===== src/rtl/cpu_pkg.sv =====
// cpu_pkg: shared widths, opcodes and fetch FSM encoding for the 8-bit
// processor front end.
//   ADDR_W      - instruction address width
//   INSTR_W     - instruction width
//   HALT_OPCODE - opcode that stops fetching when halt detection is built in
//   fetch_state_t - fetch_unit state encoding
package cpu_pkg;

  localparam int ADDR_W  = 8;
  localparam int INSTR_W = 8;

  localparam logic [INSTR_W-1:0] HALT_OPCODE = 8'hFF;

  typedef enum logic [1:0] {
    IDLE  = 2'd0,
    RUN   = 2'd1,
    FAULT = 2'd2,
    HALT  = 2'd3
  } fetch_state_t;

endpackage


===== src/rtl/fetch_unit_if.sv =====
// fetch_unit_if: valid/ready hand-off from the fetch stage to decode.
//   instr_valid - output register holds an instruction
//   instr_ready - decode accepts the instruction this cycle
//   instr_out   - captured instruction
//   instr_pc    - address instr_out was fetched from
// Modports: master = fetch side (producer), slave = decode side (consumer).
interface fetch_unit_if;
  import cpu_pkg::*;

  logic               instr_valid;
  logic               instr_ready;
  logic [INSTR_W-1:0] instr_out;
  logic [ADDR_W-1:0]  instr_pc;

  modport master (
    output instr_valid,
    output instr_out,
    output instr_pc,
    input  instr_ready
  );

  modport slave (
    input  instr_valid,
    input  instr_out,
    input  instr_pc,
    output instr_ready
  );

endinterface


===== src/rtl/fetch_unit_program_counter.sv =====
// program_counter: the fetch-stage PC register.
//   clk, rst_n - clock, asynchronous active-low reset (pc <= RESET_PC)
//   load       - redirect: pc <= target (wins over inc)
//   target     - redirect destination
//   inc        - an instruction was captured: pc <= pc + 1 (wraps at 256)
//   pc         - current program counter
module program_counter
  import cpu_pkg::*;
#(
  parameter logic [ADDR_W-1:0] RESET_PC = 8'h00
) (
  input  logic              clk,
  input  logic              rst_n,
  input  logic              load,
  input  logic [ADDR_W-1:0] target,
  input  logic              inc,
  output logic [ADDR_W-1:0] pc
);

  logic [ADDR_W-1:0] pc_reg;
  logic [ADDR_W-1:0] pc_next;

  always_comb begin
    pc_next = pc_reg;
    if (load) begin
      pc_next = target;
    end else if (inc) begin
      pc_next = pc_reg + ADDR_W'(1);
    end
  end

  always_ff @(posedge clk or negedge rst_n) begin
    if (!rst_n) begin
      pc_reg <= RESET_PC;
    end else begin
      pc_reg <= pc_next;
    end
  end

  assign pc = pc_reg;

endmodule


===== src/rtl/fetch_unit.sv =====
// fetch_unit: instruction-fetch stage. Owns the PC, addresses the
// instruction memory, captures the returned instruction into a one-entry
// output register and hands it to decode over fetch_unit_if.
//   clk, rst_n       - clock, asynchronous active-low reset
//   fetch_enable     - level, permits fetching
//   read_address     - current PC to instruction_memory
//   instruction      - same-cycle instruction from instruction_memory
//   redirect_valid   - taken branch/jump pulse from execute (flushes)
//   redirect_target  - new PC for the redirect
//   halted           - (FETCH_HALT_DETECT_EN only) HALT opcode was fetched
//   dec              - valid/ready instruction output to decode
//   fault            - sticky: PC left the legal 0..MEM_DEPTH-1 range
// Build option: define FETCH_HALT_DETECT_EN to stop fetching after the
// HALT opcode is captured.
module fetch_unit
  import cpu_pkg::*;
#(
  parameter logic [ADDR_W-1:0] RESET_PC  = 8'h00,
  parameter int                MEM_DEPTH = 25
) (
  input  logic               clk,
  input  logic               rst_n,
  input  logic               fetch_enable,
  output logic [ADDR_W-1:0]  read_address,
  input  logic [INSTR_W-1:0] instruction,
  input  logic               redirect_valid,
  input  logic [ADDR_W-1:0]  redirect_target,
`ifdef FETCH_HALT_DETECT_EN
  output logic               halted,
`endif
  fetch_unit_if.master       dec,
  output logic               fault
);

  // One extra bit so MEM_DEPTH=256 (every address legal) is representable.
  localparam logic [ADDR_W:0] DEPTH_LIM = (ADDR_W+1)'(MEM_DEPTH);

  fetch_state_t state_reg, state_next;

  logic               valid_reg, valid_next;
  logic [INSTR_W-1:0] out_reg, out_next;
  logic [ADDR_W-1:0]  ipc_reg, ipc_next;

  logic [ADDR_W-1:0]  pc;
  logic               pc_load;
  logic               pc_inc;
  logic               slot_free;
  logic               pc_in_range;

  program_counter #(
    .RESET_PC (RESET_PC)
  ) u_pc (
    .clk    (clk),
    .rst_n  (rst_n),
    .load   (pc_load),
    .target (redirect_target),
    .inc    (pc_inc),
    .pc     (pc)
  );

  assign slot_free   = !valid_reg || dec.instr_ready;
  assign pc_in_range = {1'b0, pc} < DEPTH_LIM;

  always_comb begin
    state_next = state_reg;
    valid_next = valid_reg;
    out_next   = out_reg;
    ipc_next   = ipc_reg;
    pc_load    = 1'b0;
    pc_inc     = 1'b0;

    case (state_reg)
      IDLE: begin
        if (redirect_valid) begin
          pc_load    = 1'b1;
          valid_next = 1'b0;
        end else if (fetch_enable) begin
          state_next = RUN;
        end
      end

      RUN: begin
        if (redirect_valid) begin
          // Flush; a same-cycle transfer has already been taken by decode.
          pc_load    = 1'b1;
          valid_next = 1'b0;
        end else if (!pc_in_range) begin
          state_next = FAULT;
          if (dec.instr_ready) valid_next = 1'b0;
        end else if (fetch_enable && slot_free) begin
          valid_next = 1'b1;
          out_next   = instruction;
          ipc_next   = pc;
`ifdef FETCH_HALT_DETECT_EN
          if (instruction == HALT_OPCODE) begin
            // HALT is delivered, but pc stays parked on it.
            state_next = HALT;
          end else begin
            pc_inc = 1'b1;
          end
`else
          pc_inc = 1'b1;
`endif
        end else if (dec.instr_ready) begin
          valid_next = 1'b0;
        end
      end

      FAULT: begin
        valid_next = 1'b0;
      end

      HALT: begin
        // Let the HALT instruction drain to decode; nothing else happens.
        if (dec.instr_ready) valid_next = 1'b0;
      end

      default: begin
        state_next = IDLE;
        valid_next = 1'b0;
      end
    endcase
  end

  always_ff @(posedge clk or negedge rst_n) begin
    if (!rst_n) begin
      state_reg <= IDLE;
      valid_reg <= 1'b0;
      out_reg   <= '0;
      ipc_reg   <= '0;
    end else begin
      state_reg <= state_next;
      valid_reg <= valid_next;
      out_reg   <= out_next;
      ipc_reg   <= ipc_next;
    end
  end

  assign read_address    = pc;
  assign dec.instr_valid = valid_reg;
  assign dec.instr_out   = out_reg;
  assign dec.instr_pc    = ipc_reg;
  assign fault           = (state_reg == FAULT);
`ifdef FETCH_HALT_DETECT_EN
  assign halted          = (state_reg == HALT);
`endif

endmodule


===== src/flat_wrapper.sv =====
// flat-port wrapper written by rule: the top's interface ports become plain ports
module fetch_unit_flat import cpu_pkg::*;
#(
  parameter logic [ADDR_W-1:0] RESET_PC  = 8'h00,
  parameter int                MEM_DEPTH = 25
)
  (clk, rst_n, fetch_enable, read_address, instruction, redirect_valid, redirect_target, fault, dec_instr_valid, dec_instr_out, dec_instr_pc, dec_instr_ready);
  fetch_unit_if dec_i ();
  input  logic clk;
  input  logic rst_n;
  input  logic fetch_enable;
  output logic [ADDR_W-1:0] read_address;
  input  logic [INSTR_W-1:0] instruction;
  input  logic redirect_valid;
  input  logic [ADDR_W-1:0] redirect_target;
  output logic fault;
  output wire logic [$bits(dec_i.instr_valid)-1:0] dec_instr_valid;
  output wire logic [$bits(dec_i.instr_out)-1:0] dec_instr_out;
  output wire logic [$bits(dec_i.instr_pc)-1:0] dec_instr_pc;
  input wire logic [$bits(dec_i.instr_ready)-1:0] dec_instr_ready;
  assign dec_instr_valid = dec_i.instr_valid;
  assign dec_instr_out = dec_i.instr_out;
  assign dec_instr_pc = dec_i.instr_pc;
  assign dec_i.instr_ready = dec_instr_ready;
  fetch_unit #(.RESET_PC(RESET_PC), .MEM_DEPTH(MEM_DEPTH)) u_core (.clk(clk), .rst_n(rst_n), .fetch_enable(fetch_enable), .read_address(read_address), .instruction(instruction), .redirect_valid(redirect_valid), .redirect_target(redirect_target), .dec(dec_i), .fault(fault));
endmodule

===== config.mk =====
export PLATFORM = sky130hd
export DESIGN_NAME = fetch_unit_flat
export DESIGN_NICKNAME = d
export VERILOG_FILES = /design/src/rtl/cpu_pkg.sv /design/src/rtl/fetch_unit_if.sv /design/src/rtl/fetch_unit_program_counter.sv /design/src/rtl/fetch_unit.sv /design/src/flat_wrapper.sv
export SDC_FILE = /design/constraint.sdc
export NUM_CORES = 1
export LEC_CHECK = 0
export CAP_MARGIN = 25
export CORE_ASPECT_RATIO = 0.5
export CORE_UTILIZATION = 39
export CTS_CLUSTER_SIZE = 14
export DETAILED_ROUTE_END_ITERATION = 6
export PLACE_DENSITY_LB_ADDON = 0.12
export SYNTH_ARGS = -nofsm -noshare
export SYNTH_HDL_FRONTEND = slang
export SYNTH_SLANG_ARGS = --single-unit
export TNS_END_PERCENT = 1

===== constraint.sdc =====
create_clock -name clk -period 2 [get_ports clk]
set_clock_uncertainty 0.1 [all_clocks]
set_input_delay 0.4 -clock clk [delete_from_list [all_inputs] [get_ports clk]]
set_output_delay 0.4 -clock clk [all_outputs]
set_load 0.02 [all_outputs]

==> impl_metrics.yaml <==
synthesis:
  synth-edff-count: 0
  synth-seq-cells: 27
  synth_area_um2: 1250
  yosys-top-cells-area: "dfrtp_1, mux2_2, mux2_4"
  synth_fp_nets: 125
  ys.flop_type: "dfrtp_1"
  syn-instance-count: 102
  synth_top_area_share_pct: 54.0
  syn_avg_cell_area_um2: 12.3
  yosysTopAreaCell: "dfrtp_1"
  async_reset_ff_share_pct: 100
  ys_types: 29
  synth_warnings: 0
  yosysSeqAreaShare_pct: 54.0
clock_tree:
  clockBufferDepth: 2
  path_clk_slew_ns: 0.10
  cts_sinks: 27
  cts_tree: "done"
  numCtsBuffers: 3
  htreeDepth: 1
  clockRootBuffer: "clkbuf_8"
  cts_setup_buffers: 0
  clk_latency_ns: 0.27
power:
  pwr-share-comb_pct: 43.0
  peakVddDrop_uv: 664
  p_total_mw: 1.98
  p_clk_share_pct: 16.3
  seqPwrFrac_pct: 40.7
  leakage_nw: 0.828
  switching_share_pct: 35.6
  internal_power_mw: 1.28
  powerDensity_nw_per_um2: 1060
  p_switching_mw: 0.704
route:
  drc: 0
  final_antenna_net_count: 0
  route.vias.total: 982
  first_pass_iters: 4
  drtIter0Drc: 27
  vias_per_cell: 4.89
  wl_per_cell_um: 13.0
  wirelength_um: 2610
global_route:
  antenna_found_initial: 0
  grt_usage_pct: 16.8
  overflow: 0
  grt_pass1_wl_um: 4280
  grt_pass1_vias: 935
  grt_max_degree: 28
final_layout:
  final_cell_mix: "clkdlybuf4s50_1, dfrtp_1, buf_4"
  antenna_cells: 0
  area_growth_syn_to_layout_pct: 49.7
  final_cells: 201
  nNetsFinal: 185
  stdcell_area_um2: 1870
  final_layout_size_suffix_gt1_share_pct: 25.5
  final_common_cell: "clkdlybuf4s50_1"
worst_hold_path:
  worst_hold_path_type: "input port to asynchronous set/reset pin"
status:
  outcome: "completed"
timing:
  rsz0062_at_grt: "true"
  setup_viol: 0
  finalCritPeriodShare_pct: 97.6
  tightest_slew_ns: 0.434
  period_needed_ns: 1.95
  slew_viol_final: 0
  hold_violations: 0
  slew_headroom_pct: 71.0
  max_freq_mhz: 512
setup_path:
  cp-end-kind: "flip-flop"
  cp_cell_sequence: "or3_4 -> a311oi_4 -> and2_4 -> mux2_2"
  arrival_ns: 2.02
  worst-path-max-fanout: 9
  rrSetupSlack_ns: 0.05
  r2r_end: "u_core.dec.instr_pc[4]"
  cp-start-kind: "flip-flop"
  r2r_cells: 4
  slowest_delay_ns: 0.42
  critical_path_class: "flip-flop to flip-flop"
  crit_slowest_cell: "dfrtp_2"
  reg2reg_from: "u_core.u_pc.pc[6]"
  worstPathRequired_ns: 2.06
floorplan:
  chipWidth_um: 82.1
  core_area_um2: 3030
  io_pins: 47
  initial_utilization_pct: 41.3
  die_y_um: 42.1
  rows: 14
  die-area_um2: 3450
placement:
  dp.cells: 196
  placed_area_um2: 1810
  hpwl_um: 1870
  gp_congestion: 0.765
  io_buffer_count: 46
run:
  maxCapViolations: 0
## critical path, delay by kind of cell (launching register included)
kind | cells | cell delay (ns)
mux | 1 | 0.35
flops | 1 | 0.42
simple gates | 2 | 0.70
compound gates | 1 | 0.28
## power groups by stage
stage | Sequential (mW) | Clock (mW) | Combinational [mW]
after floorplan | 0.965 | 0 | 0.256
after global placement | 0.807 | 0 | 0.856
after detailed placement | 0.811 | 0 | 0.860
after CTS | 0.802 | 0.336 | 0.854
after global routing | 0.832 | 0.362 | 0.922
final | 0.806 | 0.322 | 0.852
## worst max path at each step
stage | cells after the start | slack, ns | startpoint | to
6_report | 4 | 0.05 | u_core.u_pc.pc[6] | u_core.dec.instr_pc[4]
4_1_cts | 4 | 0.01 | u_core.u_pc.pc[7] | u_core.dec.instr_pc[4]
2_1_floorplan | 6 | -0.13 | u_core.u_pc.pc[7] | u_core.dec.instr_out[3]
5_1_grt | 4 | -0.005 | u_core.u_pc.pc[6] | u_core.dec.instr_pc[1]
3_5_place_dp | 5 | -0.22 | fetch_enable | u_core.dec.instr_pc[0]
3_3_place_gp | 5 | -0.19 | fetch_enable | u_core.dec.instr_out[7]
## metrics by stage
step	setup TNS [ns]	utilization, %	hold WS [ns]	worst slack [ns]
2_1_floorplan	-0.881	-	0.00441	-0.127
3_3_place_gp	-2.64	59.9	0.380	-0.195
3_5_place_dp	-3.01	59.9	0.389	-0.221
4_1_cts	0	61.5	0.405	0.0109
5_1_grt	-0.00591	61.8	0.426	-0.00464
6_report	0	61.8	0.401	0.0477
## metal layers
metal / part of all wire [%] / global-route usage, % / wire (µm)
met4: 0.46 / 3.16 / 12
met1: 50 / 22.9 / 1320
met2: 44 / 26.6 / 1150
met3: 5.0 / 5.22 / 130
met5: 0 / 0 / 0
## synth_stat cells, drive strengths merged (3+ instances only)
master / number
dfrtp: 27
mux2: 13
nand2: 10
nand2b: 6
nor2: 6
nor2b: 6
a21oi: 4
a31oi: 4
a311oi: 3
and2: 3
## area by class of cell
cell class                      count  area, µm²
Tap cell                           40       50.0
Clock inverter                      1       8.76
Fill cell                         264       1160
Sequential cell                    27        682
Timing Repair Buffer               58        549
Clock buffer                        3       41.3
Multi-Input combinational cell     70        534
Inverter                            2       7.51
## cells by family (layout without fill, tap and decap cells)
family,count (synthesis),count (layout),synth area share [%]
DFF,27,27,54.0
buffers and inverters,6,64,4.00
AOI/OAI and AO/OA,17,17,11.1
muxes,13,13,12.9
adders and majority gates,2,2,2.00
and+or+nand+nor,37,38,16.0
## timing repair
action	4_1_cts	5_1_grt
pin swaps	0	2
hold buffers	0	0
gates cloned	0	1
resized for setup	1	4
endpoints found under the setup margin	1	10
Note: power is estimated with default switching activity, not from simulation.
